`src/rtl/riscv_pkg.sv`:
```
// rtl/riscv_pkg.sv - shared register-file widths and architectural constants
//
// Contents:
//   DATA_WIDTH_DEF  default register width
//   ADDR_WIDTH_DEF  default register address width
//   X0_ADDR         index of the hard-wired zero register
//   is_x0()         true when an address names the zero register
package riscv_pkg;

    localparam int DATA_WIDTH_DEF = 32;
    localparam int ADDR_WIDTH_DEF = 5;
    localparam int X0_ADDR        = 0;

    function automatic logic is_x0(input logic [ADDR_WIDTH_DEF-1:0] addr);
        return addr == ADDR_WIDTH_DEF'(X0_ADDR);
    endfunction

endpackage

```
`src/rtl/rr_arbiter.sv`:
```
// rtl/rr_arbiter.sv - round-robin grant generator holding the rotation pointer
//
// Ports:
//   clk        system clock
//   reset      asynchronous active-high reset; forces grant low while high
//   valid      per-requester request vector
//   en         grant enable; 0 blocks all grants
//   xfer       a transfer happened this cycle (advances the pointer)
//   grant      one-hot (or zero) grant, combinational
//   grant_idx  encoded index of the granted requester
module rr_arbiter
    import riscv_pkg::*;
#(
    parameter int N = 3,
    localparam int W = (N > 1) ? $clog2(N) : 1
) (
    input  logic         clk,
    input  logic         reset,
    input  logic [N-1:0] valid,
    input  logic         en,
    input  logic         xfer,
    output logic [N-1:0] grant,
    output logic [W-1:0] grant_idx
);

    logic [W-1:0] rr_ptr;
    logic         found;
    int           idx;

    // Scan from rr_ptr upward, wrapping; the first valid requester wins.
    always_comb begin
        grant     = '0;
        grant_idx = '0;
        found     = 1'b0;
        idx       = 0;
        for (int k = 0; k < N; k++) begin
            idx = int'(rr_ptr) + k;
            if (idx >= N) begin
                idx = idx - N;
            end
            if (en && !reset && !found && valid[idx]) begin
                found      = 1'b1;
                grant[idx] = 1'b1;
                grant_idx  = W'(idx);
            end
        end
    end

    // The winner drops to lowest priority next time round.
    always_ff @(posedge clk or posedge reset) begin
        if (reset) begin
            rr_ptr <= '0;
        end else if (xfer) begin
            if (grant_idx == W'(N - 1)) begin
                rr_ptr <= '0;
            end else begin
                rr_ptr <= grant_idx + 1'b1;
            end
        end
    end

endmodule

```
`src/rtl/regfile_wb_arbiter.sv`:
```
// rtl/regfile_wb_arbiter.sv - shares the register-file write port among write-back sources
//
// Ports:
//   clk, reset          clock and asynchronous active-high reset
//   arb_en              global grant enable
//   req_valid           per-requester write request
//   req_addr, req_data  packed per-requester destination and data
//   req_ready           one-hot (or zero) grant, combinational
//   we3, wa3, wd3       registered register-file write port
//   grant_id            requester behind the current wa3/wd3
//   ra1, ra2            reader addresses checked for in-flight writes
//   fwd1, fwd2          reader must take wd3 instead of the register file
//   x0_drop_cnt         saturating count of accepted writes to x0
module regfile_wb_arbiter
    import riscv_pkg::*;
#(
    parameter int DATA_WIDTH = DATA_WIDTH_DEF,
    parameter int ADDR_WIDTH = ADDR_WIDTH_DEF,
    parameter int NUM_REQ    = 3,
    localparam int GNT_W     = (NUM_REQ > 1) ? $clog2(NUM_REQ) : 1
) (
    input  logic                          clk,
    input  logic                          reset,
    input  logic                          arb_en,
    input  logic [NUM_REQ-1:0]            req_valid,
    input  logic [NUM_REQ*ADDR_WIDTH-1:0] req_addr,
    input  logic [NUM_REQ*DATA_WIDTH-1:0] req_data,
    output logic [NUM_REQ-1:0]            req_ready,
    output logic                          we3,
    output logic [ADDR_WIDTH-1:0]         wa3,
    output logic [DATA_WIDTH-1:0]         wd3,
    output logic [GNT_W-1:0]              grant_id,
    input  logic [ADDR_WIDTH-1:0]         ra1,
    input  logic [ADDR_WIDTH-1:0]         ra2,
    output logic                          fwd1,
    output logic                          fwd2,
    output logic [7:0]                    x0_drop_cnt
);

    localparam logic [ADDR_WIDTH-1:0] X0 = ADDR_WIDTH'(X0_ADDR);

    logic [GNT_W-1:0]      gnt_idx;
    logic                  transfer;
    logic [ADDR_WIDTH-1:0] sel_addr;
    logic [DATA_WIDTH-1:0] sel_data;
    logic                  sel_is_x0;

    rr_arbiter #(
        .N (NUM_REQ)
    ) u_rr (
        .clk       (clk),
        .reset     (reset),
        .valid     (req_valid),
        .en        (arb_en),
        .xfer      (transfer),
        .grant     (req_ready),
        .grant_idx (gnt_idx)
    );

    // Grant already implies valid, but keep the handshake explicit.
    assign transfer = |(req_valid & req_ready);

    always_comb begin
        sel_addr = '0;
        sel_data = '0;
        for (int i = 0; i < NUM_REQ; i++) begin
            if (gnt_idx == GNT_W'(i)) begin
                sel_addr = req_addr[i*ADDR_WIDTH +: ADDR_WIDTH];
                sel_data = req_data[i*DATA_WIDTH +: DATA_WIDTH];
            end
        end
    end

    assign sel_is_x0 = (sel_addr == X0);

    // we3 is recomputed every edge so each accepted write yields exactly one pulse;
    // address/data/id hold so wa3/wd3 keep naming the last accepted write.
    always_ff @(posedge clk or posedge reset) begin
        if (reset) begin
            we3      <= 1'b0;
            wa3      <= '0;
            wd3      <= '0;
            grant_id <= '0;
        end else begin
            we3 <= transfer && !sel_is_x0;
            if (transfer) begin
                wa3      <= sel_addr;
                wd3      <= sel_data;
                grant_id <= gnt_idx;
            end
        end
    end

    always_ff @(posedge clk or posedge reset) begin
        if (reset) begin
            x0_drop_cnt <= '0;
        end else if (transfer && sel_is_x0 && (x0_drop_cnt != 8'hFF)) begin
            x0_drop_cnt <= x0_drop_cnt + 8'd1;
        end
    end

    // A read of x0 must never be forwarded; x0 always reads zero.
    assign fwd1 = we3 && (wa3 == ra1) && (ra1 != X0);
    assign fwd2 = we3 && (wa3 == ra2) && (ra2 != X0);

endmodule
```
`config.mk`:
```
export PLATFORM = sky130hd
export DESIGN_NAME = regfile_wb_arbiter
export DESIGN_NICKNAME = d
export VERILOG_FILES = /design/src/rtl/riscv_pkg.sv /design/src/rtl/rr_arbiter.sv /design/src/rtl/regfile_wb_arbiter.sv
export SDC_FILE = /design/constraint.sdc
export NUM_CORES = 1
export LEC_CHECK = 0
export CORE_MARGIN = 2
export CORE_UTILIZATION = 39
export DETAILED_ROUTE_END_ITERATION = 7
export GPL_TIMING_DRIVEN = 0
export MAX_ROUTING_LAYER = met4
export PLACE_DENSITY = 0.82
export SYNTH_ARGS = -nofsm -noshare
export SYNTH_HDL_FRONTEND = slang
export SYNTH_SLANG_ARGS = --single-unit
```
`constraint.sdc`:
```
create_clock -name clk -period 4.12 [get_ports clk]
set_input_delay 0.824 -clock clk [delete_from_list [all_inputs] [get_ports clk]]
set_output_delay 0.824 -clock clk [all_outputs]
set_load 0.02 [all_outputs]
```
==> results.toml <==
[status]
status = "finished, final reports clean"

[yosys]
synthCells = 365
yosysWarnings = 0
synth_edf_count = 0
synth_top_cell_area_share = 0.400
synth_seq_area_share = 0.400
syn_area_per_cell_sq_um = 8.56
async_flop_share = 1.00
synth.area.top_cells = "dfrtp_1 (40%), mux2i_1 (11%), a21oi_1 (6.6%)"
ys_types = 43
synth_nets = 497
yosys_most_used_dff = "dfrtp_1"
syn-cell-area_sq_mm = 0.00312
synth-seq-cells = 50
synth_top_cell_by_area = "dfrtp_1"

[die]
rows = 32
io_pins = 180
dieArea_sq_mm = 0.00874
fp.dieW_um = 93.5
core_sq_mm = 0.00773
start_util = 0.404
fp.dieH_um = 93.5

[power_and_ir_drop]
power_uw = 2830
p_clk_frac = 0.110
seqPwrFrac = 0.294
pwr_density_cell_mw_per_mm2 = 548
p_leak_uw = 0.00216
power.switching_uw = 1210
peakVddDrop_uv = 263
swShare = 0.429
intPower_uw = 1610
pwr-share-comb = 0.596

[critical_path]
cp.buffers_inverters = 2
worst_ep_arrival_time_ns = 4.14
required_ns = 4.32
cp-start-kind = "input port"
critPathKind = "input port to flip-flop"
critPathMaxFanout = 9
cp_common_cell = "nor3b_1"
cpLargestDelayFamily = "simple AND/OR/NAND/NOR gates"
cpPeakStageDelay_ns = 0.53
crit_slowest_cell = "clkdlybuf4s50_1"
critPathCaptureType = "flip-flop"
cp_cell_sequence = "clkdlybuf4s50_1, nor3b_1, nand3_1, a311oi_4, nor3b_1, a221o_1, or4_1, buf_2, or3b_4, mux2_1"

[timing]
finalClockSkew_ns = 0.0104
fin_crit_ns = 3.94
clock.fmax_ghz = 0.254
min_period_over_period = 0.956
final_max_slew_viol_count = 0
rsz0062_at_grt = "false"
slew_headroom = 0.192
fin_setup_tns_ns = 0
setup_viol = 0
finalHoldViolCount = 0
worst_pin_slew_ns = 1.20
worst_slack_ns = 0.181

[global_route]
grt_pass1_wl_um = 16300
grt_pass1_vias = 3465
grt_use_total = 0.244
antenna_found_initial = 0
grt_max_degree = 26
grt-ovfl-total = 0

[final_layout]
diodes = 0
design_area_sq_mm = 0.00516
final_common_cell = "clkdlybuf4s50_1"
fin_nets = 686
drive_gt1_frac = 0.0505
final_cell_mix = "clkdlybuf4s50_1 (179), dfrtp_1 (50), nor2_1 (42)"
area_growth_syn_to_layout_pct = 65.3

[clock_tree]
cts_buffers = 5
cts_sinks = 50
cts_max_level = 2
clk_latency_ns = 0.31
postCtsHoldBufs = 0
cts_root_buffer = "clkbuf_8"
cts_buffer_depth = 2
clk_pin_slew_ns = 0.10
cts_tree = "built"

[placement]
globalplace.congestion = 0.878
pre_cts_slack_ns = -0.714
io_buffers = 179
dp_hpwl_um = 8150
placed_cell_area_sq_mm = 0.00505

[routing]
vias = 3422
route.detailed.drc = 0
wirelength_um = 10400
dr.first_iter.drc_count = 128
via_per_inst = 5.21
drtAntennaViolNets = 0
wire_per_inst_um = 15.8
firstDrtPassIters = 4

[flow_run]
drv_cap = 0

[hold_path]
hp-class = "flip-flop to flip-flop"
-- tightest hold or removal path, cell delays in order, from the launching register on --
cell and delay, ns:
dfrtp_1 0.35, nand2_1 0.04, o21ai_0 0.06
-- sequential cells by signal, summed over array words and instances (netlist names) --
signal       cells
wa3              5
grant_id         2
u_rr.rr_ptr      2
wd3             32
x0_drop_cnt      8
we3              1
-- cell families (layout without fill, tap and decap cells) --
group,after synthesis,in the layout,synth area share
and+or+nand+nor,123,123,0.177
AOI/OAI and AO/OA,96,96,0.178
DFF,50,50,0.400
muxes,42,42,0.138
buffers and inverters,34,224,0.0441
xor gates and xnor gates,15,15,0.0421
adders and majority gates,5,5,0.0200
-- worst paths after layout --
| check | cells after the start | slack (ns) | from | end |
|---|---|---|---|---|
| worst max register to register | 11 | 0.36 | u_rr.rr_ptr[0]$_DFFE_PP0P_ | x0_drop_cnt[1]$_DFFE_PP0P_ |
| worst max-delay path | 10 | 0.18 | req_valid[2] | x0_drop_cnt[1]$_DFFE_PP0P_ |
| min in group asynchronous | 3 | 1.12 | reset | wd3[31]$_DFFE_PP0P_ |
| worst min-delay path | 2 | 0.49 | wd3[23]$_DFFE_PP0P_ | wd3[23]$_DFFE_PP0P_ |
| max in group asynchronous | 2 | 2.20 | reset | wd3[12]$_DFFE_PP0P_ |
| worst min register to register | 2 | 0.49 | wd3[23]$_DFFE_PP0P_ | wd3[23]$_DFFE_PP0P_ |
-- area by class of cell --
class	count	area, sq um
tap	102	128
inverter	11	45.0
sequential	50	1250
buffer	23	97.6
multi-input combinational	281	1740
clock inverter	2	16.3
fill	639	2560
timing repair buffer	180	1800
clock buffer	6	82.6
timing repair inverter	2	10.0
-- routing by layer --
metal  share of wire  wire length [um]  vias up  track usage
li1                -                 -     1648            -
met1            0.41              4240     1617        0.283
met2            0.52              5360      142        0.436
met3           0.065               674       15       0.0403
met4           0.013               131        0       0.0674
met5               0                 0        -            -
-- timing repair --
action,CTS,global route
pin swaps,0,1
resized for setup,0,1
endpoints found under the setup margin,49,6
setup buffers,0,1
cloned,2,0
-- through the flow --
| stage | hold WS (ns) | util | cells |
|---|---|---|---|
| 3_5_place_dp | 0.469 | 0.653 | 646 |
| 5_1_grt | 0.513 | 0.668 | 657 |
| 6_report | 0.487 | 0.668 | 657 |
| 3_3_place_gp | 0.461 | 0.653 | 646 |
| 2_1_floorplan | 0.501 | - | 365 |
| 4_1_cts | 0.490 | 0.667 | 656 |
-- power groups by stage --
stage / sequential (uW) / combinational [uW] / clock [uW]
floorplan: 1050 / 738 / 0
global placement: 831 / 1630 / 0
detailed placement: 842 / 1690 / 0
CTS: 833 / 1690 / 318
global route: 861 / 1840 / 336
finish: 831 / 1690 / 311
-- synth_stat cells (2+ instances only) --
cell type / number
a21o_1: 2
mux2i_1: 34
xnor2_1: 3
o21ai_1: 3
nor2b_1: 6
nor4_1: 2
buf_2: 5
xor2_1: 12
mux2_2: 7
clkbuf_1: 11
nand2_1: 40
and3_1: 2
a221o_1: 2
a221oi_1: 3
nor3b_1: 3
o21ai_0: 34
nand4_1: 3
nor2_1: 42
o22ai_1: 2
nor3_1: 13
a211oi_1: 2
dfrtp_1: 50
ha_1: 5
inv_1: 11
nand3_1: 5
buf_1: 6
a21oi_1: 41
Power figures use the tool's default switching activity.
